### src/rtl/sift_fifo_reader_pkg.sv
// Shared types and defaults for the SIFT detection FIFO reader.
// Optional partial-drain support is enabled with SIFT_FIFO_READER_FLUSH_EN.
package sift_fifo_reader_pkg;

  typedef enum logic [1:0] {
    IDLE    = 2'd0,
    READ    = 2'd1,
    LAST    = 2'd2,
    PRESENT = 2'd3
  } state_t;

  localparam int WORD_W_DEF    = 16;
  localparam int BURST_LEN_DEF = 16;

  // Integer ceiling division, used to size a flush burst in words.
  function automatic int unsigned ceil_div(input int unsigned num, input int unsigned den);
    return (num + den - 1) / den;
  endfunction

endpackage

### src/rtl/sift_bit_packer.sv
// Packs detection bits MSB-first into a word; bits beyond WORD_W are dropped
// and any bits never received leave zeros in the LSBs.
module sift_bit_packer
  import sift_fifo_reader_pkg::*;
#(
  parameter int WORD_W = WORD_W_DEF
) (
  input  logic              iclk,
  input  logic              ireset,
  input  logic              clear,
  input  logic              shift_en,
  input  logic              bit_in,
  output logic [WORD_W-1:0] word
);

  localparam int CNT_W = $clog2(WORD_W + 1);

  logic [CNT_W-1:0]  bit_cnt;
  logic [WORD_W-1:0] word_next;
  logic              room;

  assign room = bit_cnt < CNT_W'(WORD_W);

  // NOTE: default assignment first keeps this always_comb latch-free.
  always_comb begin
    word_next = word;
    for (int i = 0; i < WORD_W; i++) begin
      if (bit_cnt == CNT_W'(WORD_W - 1 - i)) word_next[i] = bit_in;
    end
  end

  always_ff @(posedge iclk or negedge ireset) begin
    if (!ireset) begin
      word    <= '0;
      bit_cnt <= '0;
    end else if (clear) begin
      word    <= '0;
      bit_cnt <= '0;
    end else if (shift_en && room) begin
      word    <= word_next;
      bit_cnt <= bit_cnt + CNT_W'(1);
    end
  end

endmodule

### src/rtl/sift_detection_fifo_reader.sv
// Drains the detection FIFO in bursts of BURST_LEN packed words.
// Define SIFT_FIFO_READER_FLUSH_EN to add the iflush partial-drain port.
module sift_detection_fifo_reader
  import sift_fifo_reader_pkg::*;
#(
  parameter int WORD_W    = WORD_W_DEF,
  parameter int BURST_LEN = BURST_LEN_DEF,
  parameter int USEDW_W   = 15
) (
  input  logic               iclk,
  input  logic               ireset,
  input  logic [USEDW_W-1:0] iusedw,
  output logic               oread_en,
  input  logic               idata_en,
  input  logic               idata,
  output logic [WORD_W-1:0]  oword,
  output logic               ovalid,
  input  logic               iready,
  output logic               obusy
`ifdef SIFT_FIFO_READER_FLUSH_EN
  ,
  input  logic               iflush
`endif
);

  localparam int              WC_W        = $clog2(BURST_LEN + 1);
  localparam int              BT_W        = $clog2(WORD_W + 1);
  localparam logic [31:0]     THRESH      = 32'(BURST_LEN * WORD_W);
  localparam logic [BT_W-1:0] FULL_TARGET = BT_W'(WORD_W);

  state_t          state;
  logic [WC_W-1:0] word_cnt, word_cnt_dec, start_words;
  logic [BT_W-1:0] bit_target, rd_cnt, start_target, next_target;
  logic [31:0]     usedw_ext;
  logic            start_full, start_flush, more_words, pack_clear, pack_shift;

  assign usedw_ext    = 32'(iusedw);
  assign start_full   = (state == IDLE) && (usedw_ext >= THRESH);
  assign word_cnt_dec = word_cnt - WC_W'(1);
  assign more_words   = word_cnt_dec != '0;

`ifdef SIFT_FIFO_READER_FLUSH_EN
  logic            flush_mode;
  logic [BT_W-1:0] last_bits, flush_rem, last_bits_new;
  logic [WC_W-1:0] flush_words;

  assign flush_words   = WC_W'(ceil_div(usedw_ext, WORD_W));
  assign flush_rem     = BT_W'(usedw_ext % 32'(WORD_W));
  assign last_bits_new = (flush_rem == '0) ? FULL_TARGET : flush_rem;
  assign start_flush   = (state == IDLE) && !start_full && iflush && (usedw_ext != '0);
  assign start_words   = start_full ? WC_W'(BURST_LEN) : flush_words;
  assign start_target  = (start_full || flush_words != WC_W'(1)) ? FULL_TARGET : last_bits_new;
  // Only the final word of a flush burst can be short.
  assign next_target   = (flush_mode && word_cnt_dec == WC_W'(1)) ? last_bits : FULL_TARGET;

  always_ff @(posedge iclk or negedge ireset) begin
    if (!ireset) begin
      flush_mode <= 1'b0;
      last_bits  <= '0;
    end else if (start_full) begin
      flush_mode <= 1'b0;
    end else if (start_flush) begin
      flush_mode <= 1'b1;
      last_bits  <= last_bits_new;
    end
  end
`else
  assign start_flush  = 1'b0;
  assign start_words  = WC_W'(BURST_LEN);
  assign start_target = FULL_TARGET;
  assign next_target  = FULL_TARGET;
`endif

  // NOTE: non-blocking assignments so every flop samples pre-edge values.
  always_ff @(posedge iclk or negedge ireset) begin
    if (!ireset) begin
      state      <= IDLE;
      oread_en   <= 1'b0;
      word_cnt   <= '0;
      bit_target <= '0;
      rd_cnt     <= '0;
    end else begin
      case (state)
        IDLE: begin
          if (start_full || start_flush) begin
            state      <= READ;
            oread_en   <= 1'b1;
            word_cnt   <= start_words;
            bit_target <= start_target;
            rd_cnt     <= BT_W'(1);
          end
        end
        READ: begin
          if (rd_cnt == bit_target) begin
            oread_en <= 1'b0;
            state    <= LAST;
          end else begin
            rd_cnt <= rd_cnt + BT_W'(1);
          end
        end
        LAST: state <= PRESENT;
        PRESENT: begin
          if (iready) begin
            word_cnt <= word_cnt_dec;
            if (more_words) begin
              state      <= READ;
              oread_en   <= 1'b1;
              bit_target <= next_target;
              rd_cnt     <= BT_W'(1);
            end else begin
              state <= IDLE;
            end
          end
        end
        default: state <= IDLE;
      endcase
    end
  end

  // A fresh word starts whenever READ is entered; late pulses cannot disturb a presented word.
  assign pack_clear = ((state == IDLE) && (start_full || start_flush)) ||
                      ((state == PRESENT) && iready && more_words);
  assign pack_shift = idata_en && ((state == READ) || (state == LAST));

  sift_bit_packer #(
    .WORD_W (WORD_W)
  ) u_packer (
    .iclk     (iclk),
    .ireset   (ireset),
    .clear    (pack_clear),
    .shift_en (pack_shift),
    .bit_in   (idata),
    .word     (oword)
  );

  assign ovalid = (state == PRESENT);
  assign obusy  = (state != IDLE);

endmodule

### config.mk
export PLATFORM = sky130hd
export DESIGN_NAME = sift_detection_fifo_reader
export DESIGN_NICKNAME = d
export VERILOG_FILES = /design/src/rtl/sift_fifo_reader_pkg.sv /design/src/rtl/sift_bit_packer.sv /design/src/rtl/sift_detection_fifo_reader.sv
export SDC_FILE = /design/constraint.sdc
export NUM_CORES = 1
export LEC_CHECK = 0
export ABC_AREA = 1
export BUFFER_PORTS_ARGS = -buffer_cell sky130_fd_sc_hd__buf_2
export CORE_MARGIN = 2
export CORE_UTILIZATION = 46
export CTS_CLUSTER_DIAMETER = 80
export CTS_CLUSTER_SIZE = 30
export DETAILED_ROUTE_END_ITERATION = 12
export PLACE_DENSITY = 0.78
export SYNTH_ARGS = -nofsm -noshare
export SYNTH_HDL_FRONTEND = slang
export SYNTH_HIERARCHICAL = 1
export SYNTH_SLANG_ARGS = --single-unit
### constraint.sdc
create_clock -name iclk -period 2.7 [get_ports iclk]
set_clock_uncertainty 0.05 [all_clocks]
set_input_delay 0.27 -clock iclk [delete_from_list [all_inputs] [get_ports iclk]]
set_output_delay 0.27 -clock iclk [all_outputs]
set_load 0.005 [all_outputs]
==> results.md, run 1 <==
- The number of clock sinks is 35.
- The core area is 4410 um2.
- The initialized floorplan defines 24 standard-cell rows.
- The average detailed-routed wire length per instance is about 12 um.
- The overall fraction of global-route tracks in use is between 10% and 20%.
- The most instantiated flip-flop cell in the synthesis netlist is sky130_fd_sc_hd__dfrtp_1.
- Max-cap violations in this run came to 0.
- The number of nets in the synthesized netlist is around 310.
- The post-detailed-placement half-perimeter wirelength is ~3200 um.
- The height of the die is 72.0 um.
- The worst-case IR drop observed on VDD is about 420 uV.
- The relative max-transition margin is 45.8%.
- The largest family of logic cells by synthesized area is simple AND/OR/NAND/NOR gates.
- The floorplan step defined a die boundary enclosing between 5000 and 6000 um2.
- The type of origin of the critical path is a flip-flop.
- Once the clock tree was built, the resizer swapped 0 gates to a different size.
- The post-layout minimum cycle time is 2230 ps.
- The synthesized-area fraction occupied by xor and xnor cells is under 10%.
- In this run, synthesis inferred 0 flip-flops with an integrated enable.
- Compared with the post-synthesis result, the final layout area differs by 14.5%.
- The core occupancy in the finished layout is 55.1%.
- The maximum clock frequency is about 0.45 GHz.
- The mean cell area of the mapped netlist is 7.59 um2.
- The number of failing hold endpoints at the final stage came to 0.
- Tracing the worst setup path back leads to its startpoint at word_cnt[1]$_DFFE_PN0P_.
- STA classifies the critical path endpoint as a flip-flop.
- After routing, the total negative slack on setup checks comes to 0 ps.
- The proportion of synthesized flip-flops having asynchronous set or reset is 100%.
- Entering global routing, the biggest net connects 36 pins.
- The via count of the first global-routing pass is around 1,700.
- Counting along the longest clock path gives a buffer depth of 2.
- The cell sitting at the root of the clock tree is a sky130_fd_sc_hd__clkbuf_8.
- The via density per instance is between 4 and 5.
- The data arrival at the endpoint of the critical path is ~2400 ps.
- The multiplexer share of the synthesized area is 0%.
- After synthesis, the cell types taking the most area are sky130_fd_sc_hd__dfrtp_1, sky130_fd_sc_hd__nand2_1, sky130_fd_sc_hd__ha_1, sky130_fd_sc_hd__inv_1, sky130_fd_sc_hd__nand3_1.
- The leakage power of the design is roughly 1.4 nW.
- Along the worst path, the maximum fanout reaches 15.
- 39 I/O pins were placed.
- Summed over its instances, the top area cell type makes up 41.2% of the synthesized netlist area.
- The synthesized netlist devotes 31.7% of its cell area to simple gates.
- The first-pass iteration count of the detailed router is 4.
- The count of unresolved DRC violations after routing is 0.
- Power spread over the standard cell area amounts to around 930 nW/um2.
- The worst path uses 82.6% of the clock period.
- The post-synthesis instance total is 280.
- The count of final setup violators is 0.
- The commonest cells after synthesis are sky130_fd_sc_hd__nand2_1, sky130_fd_sc_hd__inv_1, sky130_fd_sc_hd__dfrtp_1.
- The number of different library cells used by synthesis comes to 30.
- The critical path is of the reg2reg type.
- The most frequent cell after synthesis is sky130_fd_sc_hd__nand2_1.
- The filler cells instantiated in the layout total between 400 and 500.
- The number of pins with negative max-slew slack in the final report was 0.
- The final weighted congestion of routability-driven global placement is approximately 0.86.
- The clock insertion delay at the later pin of the skew report is ~280 ps.
- Hold repair after CTS inserted 0 buffers.
- The startpoint of the most critical register-to-register path is word_cnt[1]$_DFFE_PN0P_.
- Post-CTS timing repair inserted 0 buffers for setup.
- The run finished with clean final reports.
- 0 antenna diodes ended up in the layout.
- The first routing iteration left around 70 violations.
- Buffers inserted during clock tree synthesis total 5.
- The flop and latch count out of synthesis is 35.
- The initial core utilization is between 40% and 50%.
- Once detail routing completed, the nets flagged for antenna violations numbered 0.
- The share of layout cells above drive strength 1 is about a fifth.
- The synthesized cell area is about 2100 um2.
- The H-tree was split into 2 levels.
- The clock slew seen by the registers of the worst setup and hold paths is approximately 70 ps.
- The routed design has ~4300 um of wire.
- The number of antenna violations at the first check in global routing came to 0.
- The adder and majority cell fraction of the synthesized area is around 7.7%.
- The detailed-route via count is between 1,500 and 2,000.
- The count of port buffers added during placement is 30.
- TritonCTS built the clock tree.
- The type of the most critical hold path is in2async.
- The measured slew at the worst slew-check pin is around 800 ps.
- During synthesis, Yosys emitted a total of 6 warnings.
- The first global-routing pass estimated 7490 um of wire.
- Setup repair after global routing left no endpoint under its margin.
- The die is between 70 and 80 um wide.
- The net count of the finished layout is 348.
- The sequential area share after synthesis is between 40 and 50%.
- Summed over all instances, the cell type with the most area after synthesis is sky130_fd_sc_hd__dfrtp_1.
- The synthesized netlist devotes under 10% of its cell area to compound gates.
- Power comes to 0.00226 W.
- For the worst setup path, the data required time is between 2000 and 3000 ps.
- The sum of overflow across all layers after global routing is 0.
==> registers in the layout, summed over array words and instances (netlist names) <==
name,flops
bit_target,1
oread_en,1
rd_cnt,5
state,2
u_packer/bit_cnt,5
u_packer/word,16
word_cnt,5
==> cells in the final DEF (no fill, tap or decap) <==
cell type                   instances
sky130_fd_sc_hd__a211oi_1           1
sky130_fd_sc_hd__a21oi_1            4
sky130_fd_sc_hd__a31o_2             1
sky130_fd_sc_hd__and2_1             1
sky130_fd_sc_hd__buf_2             30
sky130_fd_sc_hd__buf_4              1
sky130_fd_sc_hd__bufinv_16          1
sky130_fd_sc_hd__clkbuf_1           1
sky130_fd_sc_hd__clkbuf_8           5
sky130_fd_sc_hd__dfrtp_1           35
sky130_fd_sc_hd__ha_1              13
sky130_fd_sc_hd__inv_1             41
sky130_fd_sc_hd__inv_2              7
sky130_fd_sc_hd__nand2_1           82
sky130_fd_sc_hd__nand2_2            5
sky130_fd_sc_hd__nand2_4            1
sky130_fd_sc_hd__nand3_1           22
sky130_fd_sc_hd__nand3_2            2
sky130_fd_sc_hd__nand3b_1           1
sky130_fd_sc_hd__nand4_1            5
sky130_fd_sc_hd__nand4_4            1
sky130_fd_sc_hd__nor2_1            19
sky130_fd_sc_hd__nor2_2             2
sky130_fd_sc_hd__nor2_4             3
sky130_fd_sc_hd__nor3_2             1
sky130_fd_sc_hd__o21a_1             1
sky130_fd_sc_hd__o21ai_0           15
sky130_fd_sc_hd__o21ai_1            6
sky130_fd_sc_hd__o21bai_2           1
sky130_fd_sc_hd__o22ai_1            2
sky130_fd_sc_hd__o31ai_1            1
sky130_fd_sc_hd__xnor2_1            1
sky130_fd_sc_hd__xor2_1             3
==> final timing paths <==
check	end	slack [ps]	cells past startpoint
setup / recovery	u_packer/word[5]$_DFFE_PN0P_	470	11
max in group asynchronous	u_packer/word[4]$_DFFE_PN0P_	2060	1
hold / removal	oread_en$_DFFE_PN0P_	30	1
min in group iclk	u_packer/word[0]$_DFFE_PN0P_	220	3
hold reg to reg	oread_en$_DFFE_PN0P_	420	2
setup reg to reg	u_packer/word[5]$_DFFE_PN0P_	470	11
==> metal layers <==
layer / GRT usage, % / routed length [um] / vias up
li1: - / - / 949
met1: 22.6 / 1970 / 838
met2: 32.2 / 2130 / 27
met3: 3.89 / 148 / 5
met4: 5.03 / 43 / 0
met5: 0 / 0 / -
==> layout make-up <==
| type | count | area, um2 | area share, % |
|---|---|---|---|
| well taps | 52 | 65.1 | 2.67 |
| multi-input cells | 194 | 1050 | 43.2 |
| flip-flops and latches | 35 | 876 | 36.0 |
| clock buffers | 6 | 72.6 | 2.98 |
| inverters | 48 | 180 | 7.40 |
| repair buffers | 31 | 158 | 6.48 |
| clock inverters | 1 | 30.0 | 1.23 |
==> worst max-delay path, stage by stage (launching register included) <==
cell and delay [ps]:
sky130_fd_sc_hd__dfrtp_1 360, sky130_fd_sc_hd__inv_1 120, sky130_fd_sc_hd__ha_1 240, sky130_fd_sc_hd__xor2_1 280, sky130_fd_sc_hd__nor2_4 70, sky130_fd_sc_hd__nand3_1 100
sky130_fd_sc_hd__a31o_2 210, sky130_fd_sc_hd__inv_1 150, sky130_fd_sc_hd__nand2_2 270, sky130_fd_sc_hd__nand4_1 150, sky130_fd_sc_hd__nand2_1 90, sky130_fd_sc_hd__inv_1 40
==> per-stage QoR <==
step,instances,hold slack (ps),worst slack [ps],area (um2)
after global placement,360,344,545,2330
final,367,29.0,471,2430
after detailed placement,360,364,490,2330
after floorplan,280,-75.6,823,2130
after global routing,367,94.6,233,2430
after CTS,367,48.9,479,2430
==> power breakdown <==
group	total, W	switching [W]	leakage [nW]	internal [W]
Sequential	0.000729	0.0000888	0.462	0.000641
Combinational	0.00109	0.000710	0.851	0.000375
Clock	0.000448	0.000178	0.0513	0.000271
==> logic make-up after synthesis <==
logic type,Yosys count
adders and majority gates,13
AOI/OAI and AO/OA,32
buffers and inverters,51
xor gates and xnor gates,4
and+or+nand+nor,145
DFF,35
Note: power is estimated with default switching activity, not from simulation.
==> inputs of run 2 (changes only) <==
- PLACE_DENSITY: 0.78 -> 0.81
- clock period: 2.7 -> 2 ns (I/O delays scaled with it)
==> run 2 against run 1 <==
Cell count grew 2.5%. Worst hold slack improved by 130 ps. Setup slack worse by 330 ps. Global-route usage rose by 1.6 points.
==> results.md, run 2 (synthesis gave the netlist of run 1 again) <==
- Status: finished, final reports clean (unchanged).
- The count of cells along the worst register-to-register path was 12 (was 11).
- The detailed-routed wire length on met3 is 186 um (was 148 um).
- Along the worst hold path, the cell count comes to 3.
- Cell chain of the critical path: inv_2 -> ha_2 -> xor2_2 -> nor2_4 -> nand3_1 -> a31o_2 -> inv_4 -> buf_12 -> nand2_1 -> o21ai_1 -> nand2_1 -> inv_1 (was inv_1 -> ha_1 -> xor2_1 -> nor2_4 -> nand3_1 -> a31o_2 -> inv_1 -> nand2_2 -> nand4_1 -> nand2_1 -> inv_1).
- The wire length of the first global-routing pass was 8140 um (was 7490 um).
- The count of port buffers added during placement is 30 (unchanged).
- The number of antenna diodes is 0 (unchanged).
- The number of rows created at floorplan is 24 (unchanged).
- The met2 wirelength from detailed routing is 2230 um (was 2130 um).
- The power per unit of standard cell area is 1310 nW/um2 (was 930 nW/um2).
- The first-pass iteration count of the detailed router is 4 (unchanged).
- The number of H-tree levels came to 2 (unchanged).
- The number of pins with negative max-slew slack in the final report is 0 (unchanged).
- The clock slew seen by the registers of the worst setup and hold paths is 80 ps (was 70 ps).
- The via density per instance came to 5.01 (was 4.96).
- The TritonCTS clock tree is built (unchanged).
- The final weighted congestion of routability-driven global placement is 0.896 (was 0.856).
- The number of nets in the final layout is 356 (was 348).
- The top layer used by detailed routing was met4 (unchanged).
- The number of failing hold endpoints at the final stage is 0 (unchanged).
- The count of unresolved DRC violations after routing was 0 (unchanged).
- The largest voltage drop on the vdd net is 580 uV (was 423 uV).
- The sum of overflow across all layers after global routing is 0 (unchanged).
- The core area was 4410 um2 (unchanged).
- The cell-internal power is 0.00190 W (was 0.00129 W).
- The reg-to-reg setup timing slack is 140 ps (was 470 ps).
- The overall fraction of global-route tracks in use is 19.8% (was 18.2%).
- The reported net switching power is 0.00142 W (was 0.000976 W).
- The measured slew at the worst slew-check pin is 781 ps (was 813 ps).
- The initial core utilization is 48.2% (unchanged).
- The area enclosed by the die boundary is 5180 um2 (unchanged).
- The DRC violation total after the first TritonRoute iteration is 83 (was 71).
- The class of the most critical setup path was reg2reg (unchanged).
- The post-detailed-placement half-perimeter wirelength is 3270 um (was 3180 um).
- The largest stage delay on the critical path is 380 ps (was 360 ps).
- The endpoint type of the worst setup path is a flip-flop (unchanged).
- The worst hold path begins at idata.
- The height of the die is 72.0 um (unchanged).
- The number of clock sinks is 35 (unchanged).
- The leakage power of the design is 1.42 nW (was 1.36 nW).
- The largest net degree at the start of global routing is 36 (unchanged).
- The fraction of power consumed by combinational cells was 50.9% (was 48.0%).
- The core occupancy in the finished layout is 57.5% (was 55.1%).
- The number of ports placed on the die boundary was 39 (unchanged).
- The path with the worst hold slack has its endpoint at u_packer/word[0]$_DFFE_PN0P_.
- The largest register by flop count is u_packer/word (unchanged).
- Commonest cells after routing, fill and taps aside: sky130_fd_sc_hd__nand2_1, sky130_fd_sc_hd__inv_1, sky130_fd_sc_hd__dfrtp_1 (unchanged).
- The count of final setup violators came to 0 (unchanged).
- The post-detailed-route count of antenna-violating nets was 0 (unchanged).
- The type of the most critical hold path is in2reg (was in2async).
- The filler cell count is 400 (was 413).
- The highest-delay cell along the critical path is sky130_fd_sc_hd__dfrtp_1 (unchanged).
- The clock insertion delay at the later pin of the skew report is 290 ps (was 280 ps).
- The buffer levels on the longest clock path came to 2 (unchanged).
- The sum of routed wire segments on met1 is 1930 um (was 1970 um).
- The post-layout minimum cycle time is 1860 ps (was 2230 ps).
- The layout overhead on the synthesized area is 19.3% (was 14.5%).
- The net switching share of the total power is 42.7% (was 43.1%).
- The maximum net fanout on the critical path is 16 (was 15).
- The startpoint of the most critical register-to-register path is word_cnt[0]$_DFFE_PN0P_ (was word_cnt[1]$_DFFE_PN0P_).
- The part of the power in registers was 29.8% (was 32.2%).
- The data arrival at the endpoint of the critical path came to 2050 ps (was 2350 ps).
- The number of clock buffers inserted by TritonCTS is 5 (unchanged).
- The via count of the first global-routing pass was 1,913 (was 1,713).
- The maximum clock frequency is 0.537 GHz (was 0.449 GHz).
- The number of flip-flops in the largest register is 16 (unchanged).
- The number of antenna violations at the first check in global routing came to 0 (unchanged).
- The worst path setup slack after routing is 137 ps (was 471 ps).
- The die width is 72.0 um (unchanged).
- The share of power burned in the clock network is 19.3% (was 19.8%).
- The max-cap check violation count was 0 (unchanged).
- The type of origin of the critical path is a flip-flop (unchanged).
- The share of layout cells above drive strength 1 is 22.5% (was 19.4%).
- The most frequent standard cell in the layout excluding fill and tap cells is sky130_fd_sc_hd__nand2_1 (unchanged).
- The destination of the worst register-to-register timing path is u_packer/word[15]$_DFFE_PN0P_ (was u_packer/word[5]$_DFFE_PN0P_).
- The share of the clock period used by the worst path is 93.2% (was 82.6%).
- The detailed-route via count is 1,883 (was 1,819).
- The post-placement worst setup slack is -19.0 ps (was 490 ps).
- The cell repeated most along the worst path is sky130_fd_sc_hd__nand2_1 (was sky130_fd_sc_hd__inv_1).
- The routed wire length is 4430 um (was 4290 um).
- The average detailed-routed wire length per instance was 11.8 um (was 11.7 um).
- The critical path data required time is 2190 ps (was 2820 ps).
- The library cell used as clock root buffer is sky130_fd_sc_hd__clkbuf_8 (unchanged).
- The relative max-transition margin is 47.9% (was 45.8%).
-- run 2: worst max path at each step --
stage                                  from                             to  slack, ps
detailed placement  word_cnt[0]$_DFFE_PN0P_  u_packer/word[13]$_DFFE_PN0P_        -20
floorplan           word_cnt[1]$_DFFE_PN0P_  u_packer/word[12]$_DFFE_PN0P_        120
CTS                 word_cnt[0]$_DFFE_PN0P_   u_packer/word[4]$_DFFE_PN0P_         40
global route        word_cnt[0]$_DFFE_PN0P_   u_packer/word[2]$_DFFE_PN0P_         -7
global placement    word_cnt[0]$_DFFE_PN0P_  u_packer/word[13]$_DFFE_PN0P_         20
finish              word_cnt[0]$_DFFE_PN0P_  u_packer/word[15]$_DFFE_PN0P_        140
-- run 2: metrics by stage --
stage               power (W)  hold WS [ps]  cell area, um2  setup TNS [ps]  cells
finish                0.00331           158            2540               0    376
global route          0.00360           147            2540           -6.61    376
CTS                   0.00327           142            2510               0    375
detailed placement    0.00258           286            2380           -48.1    366
global placement      0.00251           275            2380               0    366
floorplan             0.00211          -146            2130               0    280
-- run 2: final cells by class --
class	count	area [um2]	share of cell area, %
Tap cell	52	65.1	2.57
Multi-Input combinational cell	194	1070	42.1
Clock inverter	3	43.8	1.73
Clock buffer	5	68.8	2.71
Sequential cell	35	876	34.5
Timing Repair Buffer	39	233	9.18
Inverter	48	183	7.20
-- run 2: power groups by stage --
stage | clock network, W | registers, W | logic [W]
6_report | 0.000640 | 0.000987 | 0.00169
5_1_grt | 0.000691 | 0.00101 | 0.00191
4_1_cts | 0.000665 | 0.000985 | 0.00162
3_5_place_dp | 0 | 0.000996 | 0.00158
3_3_place_gp | 0 | 0.000990 | 0.00152
2_1_floorplan | 0 | 0.000980 | 0.00113
-- run 2: critical path, delay by kind of cell (launching register included) --
family / cells / cell delay, ps
adders and majority gates: 1 / 210
buffers and inverters: 4 / 330
xor gates and xnor gates: 1 / 170
AOI/OAI and AO/OA: 2 / 330
and+or+nand+nor: 4 / 350
DFF: 1 / 380
-- run 2: metal layers --
metal,track usage [%],up-vias
li1,-,963
met1,23.2,872
met2,34.3,37
met3,5.00,11
met4,9.01,0
met5,0,-
-- run 2: repair_timing --
action,in CTS,in global routing
endpoints found under the hold margin,35,0
setup endpoints to repair,16,17
setup buffers,0,1
pin swaps,0,1
hold buffers,1,0
gates resized for setup,3,5
==> inputs of run 3 (changes only) <==
- CORE_UTILIZATION: 46 -> 45
- PLACE_DENSITY: 0.81 -> 0.79
==> run 3 against run 2 <==
Die area increased by 2.1%. Cell count is the same. Via count rose by 1.0%. Setup slack lost 21 ps. Count of clock-buffer cells in the layout rose by 1. Flip-flop and latch count unchanged. Worst hold slack better by 16 ps. Sequential power barely moved. Clock power is 22% lower. Sequential share of layout area is 0.36 points higher. Register-to-register slack worse by 20 ps. Wire length grew 1.1%.
==> results.md, run 3 (synthesis gave the netlist of run 1 again) <==
- The routed wire length is 4480 um (was 4430 um).
- Status: finished, final reports clean (unchanged).
- The initial core utilization is 45.9% (was 48.2%).
- The leakage power of the design came to 1.39 nW (was 1.42 nW).
- The worst path buffer plus inverter count was 4 (unchanged).
- The cell repeated most along the worst path is sky130_fd_sc_hd__nand2_1 (unchanged).
- The final weighted congestion of routability-driven global placement was 0.871 (was 0.896).
- The filler cell count is 443 (was 400).
- The TritonCTS clock tree is built (unchanged).
- The type of origin of the critical path is a flip-flop (unchanged).
- The power per unit of standard cell area is 1260 nW/um2 (was 1310 nW/um2).
- The core area is 4630 um2 (was 4410 um2).
- The post-detailed-route count of antenna-violating nets is 0 (unchanged).
- The largest voltage drop on the vdd net was 482 uV (was 580 uV).
- The number of antenna diodes is 0 (unchanged).
- The buffer levels on the longest clock path is 2 (unchanged).
- The cell family with the largest share of critical-path delay is simple AND/OR/NAND/NOR gates (was flip-flops).
- The max-cap check violation count is 0 (unchanged).
- Commonest cells after routing, fill and taps aside: sky130_fd_sc_hd__nand2_1, sky130_fd_sc_hd__inv_1, sky130_fd_sc_hd__dfrtp_1 (unchanged).
- The number of clock buffers inserted by TritonCTS is 5 (unchanged).
- The DRC violation total after the first TritonRoute iteration is 124 (was 83).
- The post-layout minimum cycle time is 1880 ps (was 1860 ps).
- The measured slew at the worst slew-check pin is 789 ps (was 781 ps).
- The detailed-route via count is 1,902 (was 1,883).
- The number of nets in the final layout is 354 (was 356).
- The highest-delay cell along the critical path is sky130_fd_sc_hd__dfrtp_1 (unchanged).
- The library cell used as clock root buffer is sky130_fd_sc_hd__clkbuf_8 (unchanged).
- The clock slew seen by the registers of the worst setup and hold paths was 70 ps (was 80 ps).
- The area enclosed by the die boundary is 5290 um2 (was 5180 um2).
- The class of the most critical setup path is reg2reg (unchanged).
- The number of clock sinks was 35 (unchanged).
- The via density per instance is 5.06 (was 5.01).
- The height of the die came to 72.7 um (was 72.0 um).
- The number of ports placed on the die boundary was 39 (unchanged).
- The first-pass iteration count of the detailed router is 4 (unchanged).
- The buffers inserted during post-CTS setup optimization is 0 (unchanged).
- The via count of the first global-routing pass is 1,895 (was 1,913).
- The type of the most critical hold path was in2reg (unchanged).
- The sum of overflow across all layers after global routing is 0 (unchanged).
- The launch point of the worst hold path is idata (unchanged).
- The total design power came to 0.00315 W (was 0.00331 W).
- The overall fraction of global-route tracks in use was 19.0% (was 19.8%).
- The number of failing hold endpoints at the final stage came to 0 (unchanged).
- The relative max-transition margin is 47.4% (was 47.9%).
- The most frequent standard cell in the layout excluding fill and tap cells was sky130_fd_sc_hd__nand2_1 (unchanged).
- The startpoint of the most critical setup path is word_cnt[0]$_DFFE_PN0P_ (unchanged).
- The startpoint of the most critical register-to-register path was word_cnt[0]$_DFFE_PN0P_ (unchanged).
- The number of H-tree levels is 2 (unchanged).
- The die width is 72.7 um (was 72.0 um).
- The clock insertion delay at the later pin of the skew report is 290 ps (about the same).
- The post-detailed-placement half-perimeter wirelength came to 3270 um (about the same).
- The layout overhead on the synthesized area is 18.1% (was 19.3%).
- The wire length of the first global-routing pass was 7990 um (was 8140 um).
- The largest register by flop count is u_packer/word (unchanged).
- The critical path data required time was 2180 ps (was 2190 ps).
- The count of final setup violators was 0 (unchanged).
- The count of unresolved DRC violations after routing is 0 (unchanged).
- The number of flip-flops in the largest register is 16 (unchanged).
- The number of pins with negative max-slew slack in the final report was 0 (unchanged).
- The largest net degree at the start of global routing was 36 (unchanged).
- The endpoint type of the worst setup path is a flip-flop (unchanged).
- The average detailed-routed wire length per instance is 11.9 um (was 11.8 um).
- The number of rows created at floorplan is 25 (was 24).
- The total negative slack is 0 ps (unchanged).
- Setup repair after global routing could not meet its margin everywhere.
- The share of layout cells above drive strength 1 is 22.0% (was 22.5%).
- Cell chain of the critical path: inv_2 -> ha_2 -> nand4_1 -> nand2_2 -> nand3_2 -> a31o_4 -> inv_4 -> buf_12 -> nand2_1 -> o21ai_1 -> nand2_1 -> inv_1 (was inv_2 -> ha_2 -> xor2_2 -> nor2_4 -> nand3_1 -> a31o_2 -> inv_4 -> buf_12 -> nand2_1 -> o21ai_1 -> nand2_1 -> inv_1).
- The maximum clock frequency is 0.531 GHz (was 0.537 GHz).
- The share of the clock period used by the worst path was 94.2% (was 93.2%).
- The number of antenna violations at the first check in global routing came to 0 (unchanged).
- The data arrival at the endpoint of the critical path is 2060 ps (was 2050 ps).
- The largest stage delay on the critical path was 390 ps (was 380 ps).
- The maximum net fanout on the critical path is 17 (was 16).
- The count of port buffers added during placement is 30 (unchanged).
run 3: cell count changes in the layout (fill, tap and decap cells not counted), sizes merged:
cell / delta
bufinv: -1
clkinvlp: +1
clkinv: -1
clkbuf: +1
buf: -2
run 3: what timing repair did:
action | in CTS | in global routing
hold endpoints to repair | 35 | 0
hold buffers | 1 | 0
gates resized for setup | 1 | 10
cloned | 0 | 0
setup endpoints to repair | 6 | 18
run 3: layer usage:
metal	share of wire, %	track usage [%]
met5	0	0
met4	1.3	6.58
met3	3.7	4.01
met2	50	33.0
met1	45	23.3
run 3: worst paths after layout:
path / end / slack (ps) / cells after the start
worst max-delay path: u_packer/word[15]$_DFFE_PN0P_ / 120 / 12
worst min-delay path: u_packer/word[0]$_DFFE_PN0P_ / 170 / 3
worst max register to register: u_packer/word[15]$_DFFE_PN0P_ / 120 / 12
worst min register to register: oread_en$_DFFE_PN0P_ / 420 / 2
max in group asynchronous: u_packer/word[9]$_DFFE_PN0P_ / 920 / 2
min in group asynchronous: state[0]$_DFFE_PN0P_ / 470 / 2
run 3: worst reg2reg max path, stage by stage (launching register included):
cell                      delay, ps
sky130_fd_sc_hd__dfrtp_1        390
sky130_fd_sc_hd__inv_2           60
sky130_fd_sc_hd__ha_2           210
sky130_fd_sc_hd__nand4_1        110
sky130_fd_sc_hd__nand2_2        130
sky130_fd_sc_hd__nand3_2        100
sky130_fd_sc_hd__a31o_4         250
sky130_fd_sc_hd__inv_4           80
sky130_fd_sc_hd__buf_12         140
sky130_fd_sc_hd__nand2_1         70
sky130_fd_sc_hd__o21ai_1        100
sky130_fd_sc_hd__nand2_1         70
sky130_fd_sc_hd__inv_1           60
run 3: power by group:
group	switching, W	leakage [nW]	internal [W]	total, W
registers	0.000124	0.462	0.000864	0.000989
logic	0.00103	0.890	0.000640	0.00167
clock network	0.000256	0.0412	0.000243	0.000499
run 3: stage by stage:
| step | instances | cell area (um2) | util [%] | hold slack (ps) | setup slack (ps) |
|---|---|---|---|---|---|
| after floorplan | 280 | 2130 | - | -146 | 123 |
| after global placement | 367 | 2370 | 51.2 | 275 | 61.0 |
| after detailed placement | 367 | 2370 | 51.2 | 287 | -4.13 |
| after CTS | 376 | 2470 | 53.4 | 148 | -13.2 |
| after global routing | 376 | 2510 | 54.2 | 176 | -14.3 |
| final | 376 | 2510 | 54.2 | 174 | 116 |
run 3: cell type report:
cell class,count,area (um2),area share (%)
multi-input cells,194,1080,43.1
repair buffers,37,218,8.67
inverters,48,183,7.28
flip-flops and latches,35,876,34.9
clock buffers,6,72.6,2.89
well taps,54,67.6,2.69
clock inverters,2,12.5,0.499
